===== config.mk =====
export PLATFORM = sky130hd
export DESIGN_NAME = tt_um_seg7_mux_counter
export DESIGN_NICKNAME = d
export VERILOG_FILES = /design/src/rtl/seg7_pkg.sv /design/src/rtl/bcd_digit.sv /design/src/rtl/tt_um_seg7_mux_counter.sv
export SDC_FILE = /design/constraint.sdc
export NUM_CORES = 1
export LEC_CHECK = 0
export ABC_AREA = 1
export CORE_ASPECT_RATIO = 0.8
export CORE_MARGIN = 2
export CORE_UTILIZATION = 40
export DETAILED_ROUTE_END_ITERATION = 10
export PLACE_DENSITY = 0.62
export SLEW_MARGIN = 20
export SYNTH_ARGS = -nofsm -noshare
export SYNTH_HDL_FRONTEND = slang
export SYNTH_HIERARCHICAL = 1
export SYNTH_SLANG_ARGS = --single-unit
export TNS_END_PERCENT = 50

===== constraint.sdc =====
create_clock -name clk -period 5.3 [get_ports clk]
set_input_delay 1.59 -clock clk [delete_from_list [all_inputs] [get_ports clk]]
set_output_delay 1.59 -clock clk [all_outputs]
set_load 0.02 [all_outputs]

===== src/rtl/seg7_pkg.sv =====
// Shared definitions for the seven-segment multiplexed BCD counter:
// BCD digit type, segment code table and the bidir output-enable constant.
package seg7_pkg;

    typedef logic [3:0] bcd_t;

    // Low five bidir pins are outputs: four digit enables plus wrap pulse.
    localparam logic [7:0] UIO_OE = 8'h1F;

    // Segments a..g active-high, bit 0 = a.
    function automatic logic [6:0] seg7_encode(input bcd_t d);
        logic [6:0] s;
        case (d)
            4'd0:    s = 7'h3F;
            4'd1:    s = 7'h06;
            4'd2:    s = 7'h5B;
            4'd3:    s = 7'h4F;
            4'd4:    s = 7'h66;
            4'd5:    s = 7'h6D;
            4'd6:    s = 7'h7D;
            4'd7:    s = 7'h07;
            4'd8:    s = 7'h7F;
            4'd9:    s = 7'h6F;
            default: s = 7'h00;
        endcase
        return s;
    endfunction

endpackage


===== src/rtl/bcd_digit.sv =====
// One BCD digit of the counter chain. Steps up or down when step is high,
// reporting carry/borrow to the next digit. clear beats load beats step;
// carry_out is suppressed while clear or load so no wrap is reported then.
module bcd_digit
    import seg7_pkg::*;
(
    input  logic clk,
    input  logic rst_n,
    input  logic en,
    input  logic clear,
    input  logic load,
    input  bcd_t load_val,
    input  logic step,
    input  logic down,
    output bcd_t digit,
    output logic carry_out
);

    assign carry_out = step && !clear && !load &&
                       (down ? (digit == 4'd0) : (digit == 4'd9));

    // Digit register: clear > load > step, frozen when en is low.
    always_ff @(posedge clk) begin
        if (!rst_n) begin
            digit <= '0;
        end else if (en) begin
            if (clear)
                digit <= '0;
            else if (load)
                digit <= load_val;
            else if (step) begin
                if (down)
                    digit <= (digit == 4'd0) ? 4'd9 : digit - 4'd1;
                else
                    digit <= (digit == 4'd9) ? 4'd0 : digit + 4'd1;
            end
        end
    end

endmodule


===== src/rtl/tt_um_seg7_mux_counter.sv =====
// Multiplexed seven-segment BCD up/down counter.
// A prescaler produces a count tick every TICK_CYCLES clocks while run is
// high; a chain of bcd_digit instances counts with carry/borrow; a scan
// counter walks the digit index every SCAN_CYCLES clocks and the selected
// digit is encoded and registered onto the pins.
// Optional: define SEG7_DP_BLINK_EN to blink the decimal point of digit 0
// during the second half of each prescaler period.
module tt_um_seg7_mux_counter
    import seg7_pkg::*;
#(
    parameter int NUM_DIGITS  = 4,
    parameter int TICK_CYCLES = 10000000,
    parameter int SCAN_CYCLES = 1000
) (
    input  logic       clk,
    input  logic       rst_n,
    input  logic       ena,
    input  logic [7:0] ui_in,
    output logic [7:0] uo_out,
    input  logic [7:0] uio_in,
    output logic [7:0] uio_out,
    output logic [7:0] uio_oe
);

    localparam int PW = $clog2(TICK_CYCLES);
    localparam int SW = (SCAN_CYCLES > 1) ? $clog2(SCAN_CYCLES) : 1;
    localparam logic [PW-1:0] PRESC_LAST = PW'(TICK_CYCLES - 1);
    localparam logic [SW-1:0] SCAN_LAST  = SW'(SCAN_CYCLES - 1);
    localparam logic [1:0]    IDX_LAST   = 2'(NUM_DIGITS - 1);

    logic run, down, clear, load;
    bcd_t load_val;

    assign run      = ui_in[0];
    assign down     = ui_in[1];
    assign clear    = ui_in[2];
    assign load     = ui_in[3];
    assign load_val = (ui_in[7:4] > 4'd9) ? 4'd9 : ui_in[7:4];

    logic [PW-1:0] presc;
    logic          tick;

    assign tick = ena && run && (presc == PRESC_LAST);

    // Prescaler: free-runs while run, holds otherwise; clear restarts it.
    always_ff @(posedge clk) begin
        if (!rst_n)
            presc <= '0;
        else if (ena) begin
            if (clear)
                presc <= '0;
            else if (run)
                presc <= (presc == PRESC_LAST) ? '0 : presc + 1'b1;
        end
    end

    bcd_t [NUM_DIGITS-1:0] digits;
    logic [NUM_DIGITS:0]   step_chain;
    logic                  wrap;

    assign step_chain[0] = tick;
    assign wrap          = step_chain[NUM_DIGITS];

    for (genvar g = 0; g < NUM_DIGITS; g++) begin : g_digit
        bcd_digit u_digit (
            .clk       (clk),
            .rst_n     (rst_n),
            .en        (ena),
            .clear     (clear),
            .load      (load),
            .load_val  ((g == 0) ? load_val : bcd_t'(0)),
            .step      (step_chain[g]),
            .down      (down),
            .digit     (digits[g]),
            .carry_out (step_chain[g+1])
        );
    end

    logic [SW-1:0] scan_cnt;
    logic [1:0]    idx;

    // Scan timer: advances the displayed digit index regardless of run.
    always_ff @(posedge clk) begin
        if (!rst_n) begin
            scan_cnt <= '0;
            idx      <= '0;
        end else if (ena) begin
            if (scan_cnt == SCAN_LAST) begin
                scan_cnt <= '0;
                idx      <= (idx == IDX_LAST) ? 2'd0 : idx + 2'd1;
            end else begin
                scan_cnt <= scan_cnt + 1'b1;
            end
        end
    end

    bcd_t cur_digit;

    // Mux the digit currently selected by the scan index.
    always_comb begin
        cur_digit = '0;
        for (int i = 0; i < NUM_DIGITS; i++)
            if (idx == 2'(i))
                cur_digit = digits[i];
    end

    logic dp;
`ifdef SEG7_DP_BLINK_EN
    localparam logic [PW-1:0] PRESC_HALF = PW'(TICK_CYCLES / 2);
    assign dp = (idx == 2'd0) && (presc >= PRESC_HALF);
`else
    assign dp = 1'b0;
`endif

    logic [3:0] dig_en_q;
    logic       wrap_q;

    // Pin registers: one cycle behind index/digit; wrap pulse drops when disabled.
    always_ff @(posedge clk) begin
        if (!rst_n) begin
            uo_out   <= '0;
            dig_en_q <= '0;
            wrap_q   <= 1'b0;
        end else if (ena) begin
            uo_out   <= {dp, seg7_encode(cur_digit)};
            dig_en_q <= 4'b0001 << idx;
            wrap_q   <= wrap;
        end else begin
            wrap_q   <= 1'b0;
        end
    end

    assign uio_out = {3'b000, wrap_q, dig_en_q};
    assign uio_oe  = UIO_OE;

    logic unused_ok;
    assign unused_ok = &{1'b0, uio_in};

endmodule


==> impl_metrics.py <==
metrics = {
    "status": {
        "outcome": "completed",
    },
    "timing": {
        "finalCritPeriodShare_pct": 80.8,
        "worst_slack_ns": 1.02,
        "finClkSkew_ns": 0.00696,
        "maxSlewViolCount": 0,
        "setup_viol": 0,
        "max_freq_mhz": 233,
        "max-slew-margin-rel_pct": 62.1,
        "rsz0062_at_grt": "no",
        "tightest_slew_ns": 0.566,
        "hold_viol": 0,
        "period_needed_ns": 4.28,
        "setup_tns_ns": 0,
    },
    "clock_tree": {
        "cts_sinks": 64,
        "cts-resized-gates": 0,
        "clk-insertion-delay-late_ns": 0.33,
        "hold_buffers": 0,
        "clkSlewWorstSetupHoldPaths_ns": 0.05,
        "cts_buffer_depth": 2,
        "cts_setup_buffers": 0,
        "htree_levels": 3,
        "cts-root-buf": "clkbuf_16",
        "cts_inserted_buffers": 9,
        "tritoncts": "yes",
    },
    "synthesis": {
        "synthDistinctLibCells": 46,
        "synth.avg_cell_area_um2": 6.66,
        "synth_area_leader_cell": "dfxtp_1",
        "ys_warn_count": 6,
        "async_reset_ff_share_pct": 0,
        "synth_seq_area_share_pct": 27.6,
        "ys.flop_type": "dfxtp_1",
        "synth_area_leaders": "dfxtp_1 28%, nand2_1 13%, nor2_1 8.0%",
        "synth_edf_count": 0,
        "netlist_area_um2": 4640,
        "synth_seq_cells": 64,
        "synth_top_area_share_pct": 27.6,
        "synthCells": 697,
    },
    "setup_path": {
        "critPathRequiredTime_ns": 5.56,
        "worstSetupEndpointType": "flop",
        "cpLargestDelayFamily": "simple AND/OR/NAND/NOR gates",
        "startpoint": "ena",
        "reg2reg_from": "presc[0]$_SDFFE_PN0P_",
        "slowest_delay_ns": 0.52,
        "rr_endpoint": "g_digit[3].u_digit/digit[3]$_SDFFE_PN0P_",
        "r2r.worst_path.cells": 19,
        "crit_top_cell": "nand2_1",
        "slowest_stage": "clkdlybuf4s50_1",
        "crit_path_max_fanout": 3,
        "crit_buf_inv": 4,
        "crit_path_cell_trace": "clkdlybuf4s50_1, nand2_1, inv_1, nand3_4, inv_1, nand2_1, nor3_1, nand2_1, nor3_1, nand2_1, nor3_1, inv_2, a21boi_1, nand2_1, nor2_1, nand2_1, a21oi_1",
        "start_kind": "primary input",
        "cp.depth": 17,
        "arrival_ns": 4.54,
        "crit_path_end": "g_digit[3].u_digit/digit[3]$_SDFFE_PN0P_",
        "reg2reg_slack_ns": 1.95,
        "crit_type": "in -> reg",
    },
    "floorplanning": {
        "boundaryPins": 43,
        "fp.dieW_um": 124,
        "core_area_um2": 11400,
        "dieArea_um2": 12500,
        "start_util_pct": 40.6,
        "die_h_um": 100,
        "num_rows": 35,
    },
    "drt": {
        "wire_per_inst_um": 12.6,
        "vias": 4365,
        "drc_errors": 0,
        "ant_nets": 0,
        "first_pass_iters": 4,
        "wirelength_um": 11200,
        "avgViaCountPerCell": 4.93,
        "drtIter0Drc": 237,
    },
    "finish": {
        "final_area_um2": 5300,
        "drive_above_1_share_pct": 11.0,
        "area_growth_pct": 14.1,
        "n_antenna_cell": 0,
        "nets": 779,
    },
    "placed_design": {
        "place_hpwl_um": 8280,
        "post-place-ws_ns": 0.692,
        "portBuffers": 22,
        "gp_congestion": 0.885,
        "place_area_um2": 4990,
    },
    "pwr": {
        "p_leak_nw": 2.28,
        "pwr-share-comb_pct": 13.9,
        "vdd_drop_max_mv": 0.183,
        "power_switching_share_pct": 27.1,
        "pwr-share-seq_pct": 39.4,
        "p_per_area_nw_per_um2": 247,
        "p_int_mw": 0.954,
        "netSwitchingPower_mw": 0.354,
        "clkPwrFrac_pct": 46.7,
    },
    "global_routing": {
        "antenna_found_initial": 0,
        "grt_max_degree": 26,
        "grt_pass1_wl_um": 19300,
        "grt_pass1_vias": 4198,
        "gr-total-overflow": 0,
        "grt_usage_pct": 18.7,
    },
    "job": {
        "max_cap_viol_count": 0,
    },
    "worst_hold_path": {
        "hold_path_class": "reg -> reg",
    },
}
==> synthesized netlist by cell type, types with 3 or more instances <==
library cell and instances:
a211oi_1 5, a21boi_1 5, a21oi_1 44, a21oi_2 8, and2_4 4, buf_2 5
buf_4 13, buf_6 4, dfxtp_1 64, ha_1 28, inv_1 71, inv_2 12
nand2_1 157, nand2_2 5, nand3_1 48, nand3b_1 8, nand4_1 9, nor2_1 99
nor2_2 7, nor2_4 6, nor3_1 22, nor3b_1 3, o21ai_0 18, o21ai_1 9
xor2_1 12
==> kinds of logic after synthesis <==
logic type | share of synthesized area [%]
AND/OR/NAND/NOR | 40.0
flip-flops | 27.6
adder cells (fa/ha/maj) | 7.55
buffers and inverters | 10.8
AO/OA/AOI/OAI | 11.5
other | 0.162
XOR/XNOR | 2.45
==> area by class of cell <==
class | count | area (um^2)
Multi-Input combinational cell | 546 | 2950
Inverter | 84 | 320
Tap cell | 148 | 185
Clock buffer | 12 | 256
Sequential cell | 64 | 1280
Timing Repair Buffer | 27 | 258
Fill cell | 1136 | 6130
Clock inverter | 4 | 52.6
==> state kept, by name, indices dropped and copies added, names as in the netlist <==
signal,count
presc,24
g_digit.u_digit/digit,16
scan_cnt,10
uo_out,7
dig_en_q,4
idx,2
wrap_q,1
==> power by group through the flow <==
stage / Sequential (mW) / Clock (mW) / Combinational [mW]
after floorplan: 0.526 / 0 / 0.131
after detailed placement: 0.525 / 0 / 0.180
after global routing: 0.518 / 0.647 / 0.205
final: 0.515 / 0.611 / 0.182
after CTS: 0.515 / 0.626 / 0.181
after global placement: 0.525 / 0 / 0.176
==> stage by stage <==
step | total power, mW | util (%) | std cells | hold WS (ns)
after global placement | 0.701 | 43.7 | 869 | 0.449
after global routing | 1.37 | 46.4 | 885 | 0.485
after floorplan | 0.656 | - | 719 | 0.439
final | 1.31 | 46.4 | 885 | 0.467
after CTS | 1.32 | 46.4 | 885 | 0.474
after detailed placement | 0.705 | 43.7 | 869 | 0.466
==> cells in the final DEF (no fill, tap or decap), types with 3 or more instances in the layout <==
cell type and instances:
o21ai_0 18, a21boi_1 5, dfxtp_1 64, nor3b_1 3, nand2_2 5, nor2_1 99
a21oi_2 8, nand3_1 48, o21ai_1 9, nor2_4 6, and2_4 4, ha_1 28
nand3b_1 8, nand2_1 157, inv_2 12, clkdlybuf4s50_1 22, clkinvlp_4 3, inv_1 71
conb_1 24, clkbuf_16 9, a211oi_1 5, nor2_2 7, a21oi_1 44, xor2_1 12
nor3_1 22, nand4_1 9, buf_4 5
==> layer usage <==
layer / wire, um / track usage, % / share of wire (%) / vias to the layer above
met2: 5050 / 30.9 / 45 / 88
met1: 5470 / 24.6 / 49 / 1979
met3: 518 / 3.73 / 4.6 / 13
met4: 136 / 6.14 / 1.2 / 0
met5: 0 / 0 / 0 / -
li1: - / - / - / 2285
==> worst min-delay path by stage <==
stage	endpoint	slack, ns	from	depth (start not counted)
after floorplan	scan_cnt[9]$_SDFFE_PN0P_	0.44	scan_cnt[9]$_SDFFE_PN0P_	2
after global placement	scan_cnt[9]$_SDFFE_PN0P_	0.45	scan_cnt[9]$_SDFFE_PN0P_	2
after detailed placement	uo_out[2]$_SDFFE_PN0P_	0.47	uo_out[2]$_SDFFE_PN0P_	2
after CTS	uo_out[2]$_SDFFE_PN0P_	0.47	uo_out[2]$_SDFFE_PN0P_	2
after global routing	uo_out[2]$_SDFFE_PN0P_	0.48	uo_out[2]$_SDFFE_PN0P_	2
final	scan_cnt[9]$_SDFFE_PN0P_	0.47	scan_cnt[9]$_SDFFE_PN0P_	2
==> worst register-to-register path: cells and delay by family, from the launching register on <==
kind / cells / cell delay [ns]
and+or+nand+nor: 14 / 2.23
adders and majority gates: 1 / 0.21
DFF: 1 / 0.36
buffers and inverters: 2 / 0.16
AOI/OAI and AO/OA: 2 / 0.32
Power figures use the tool's default switching activity.
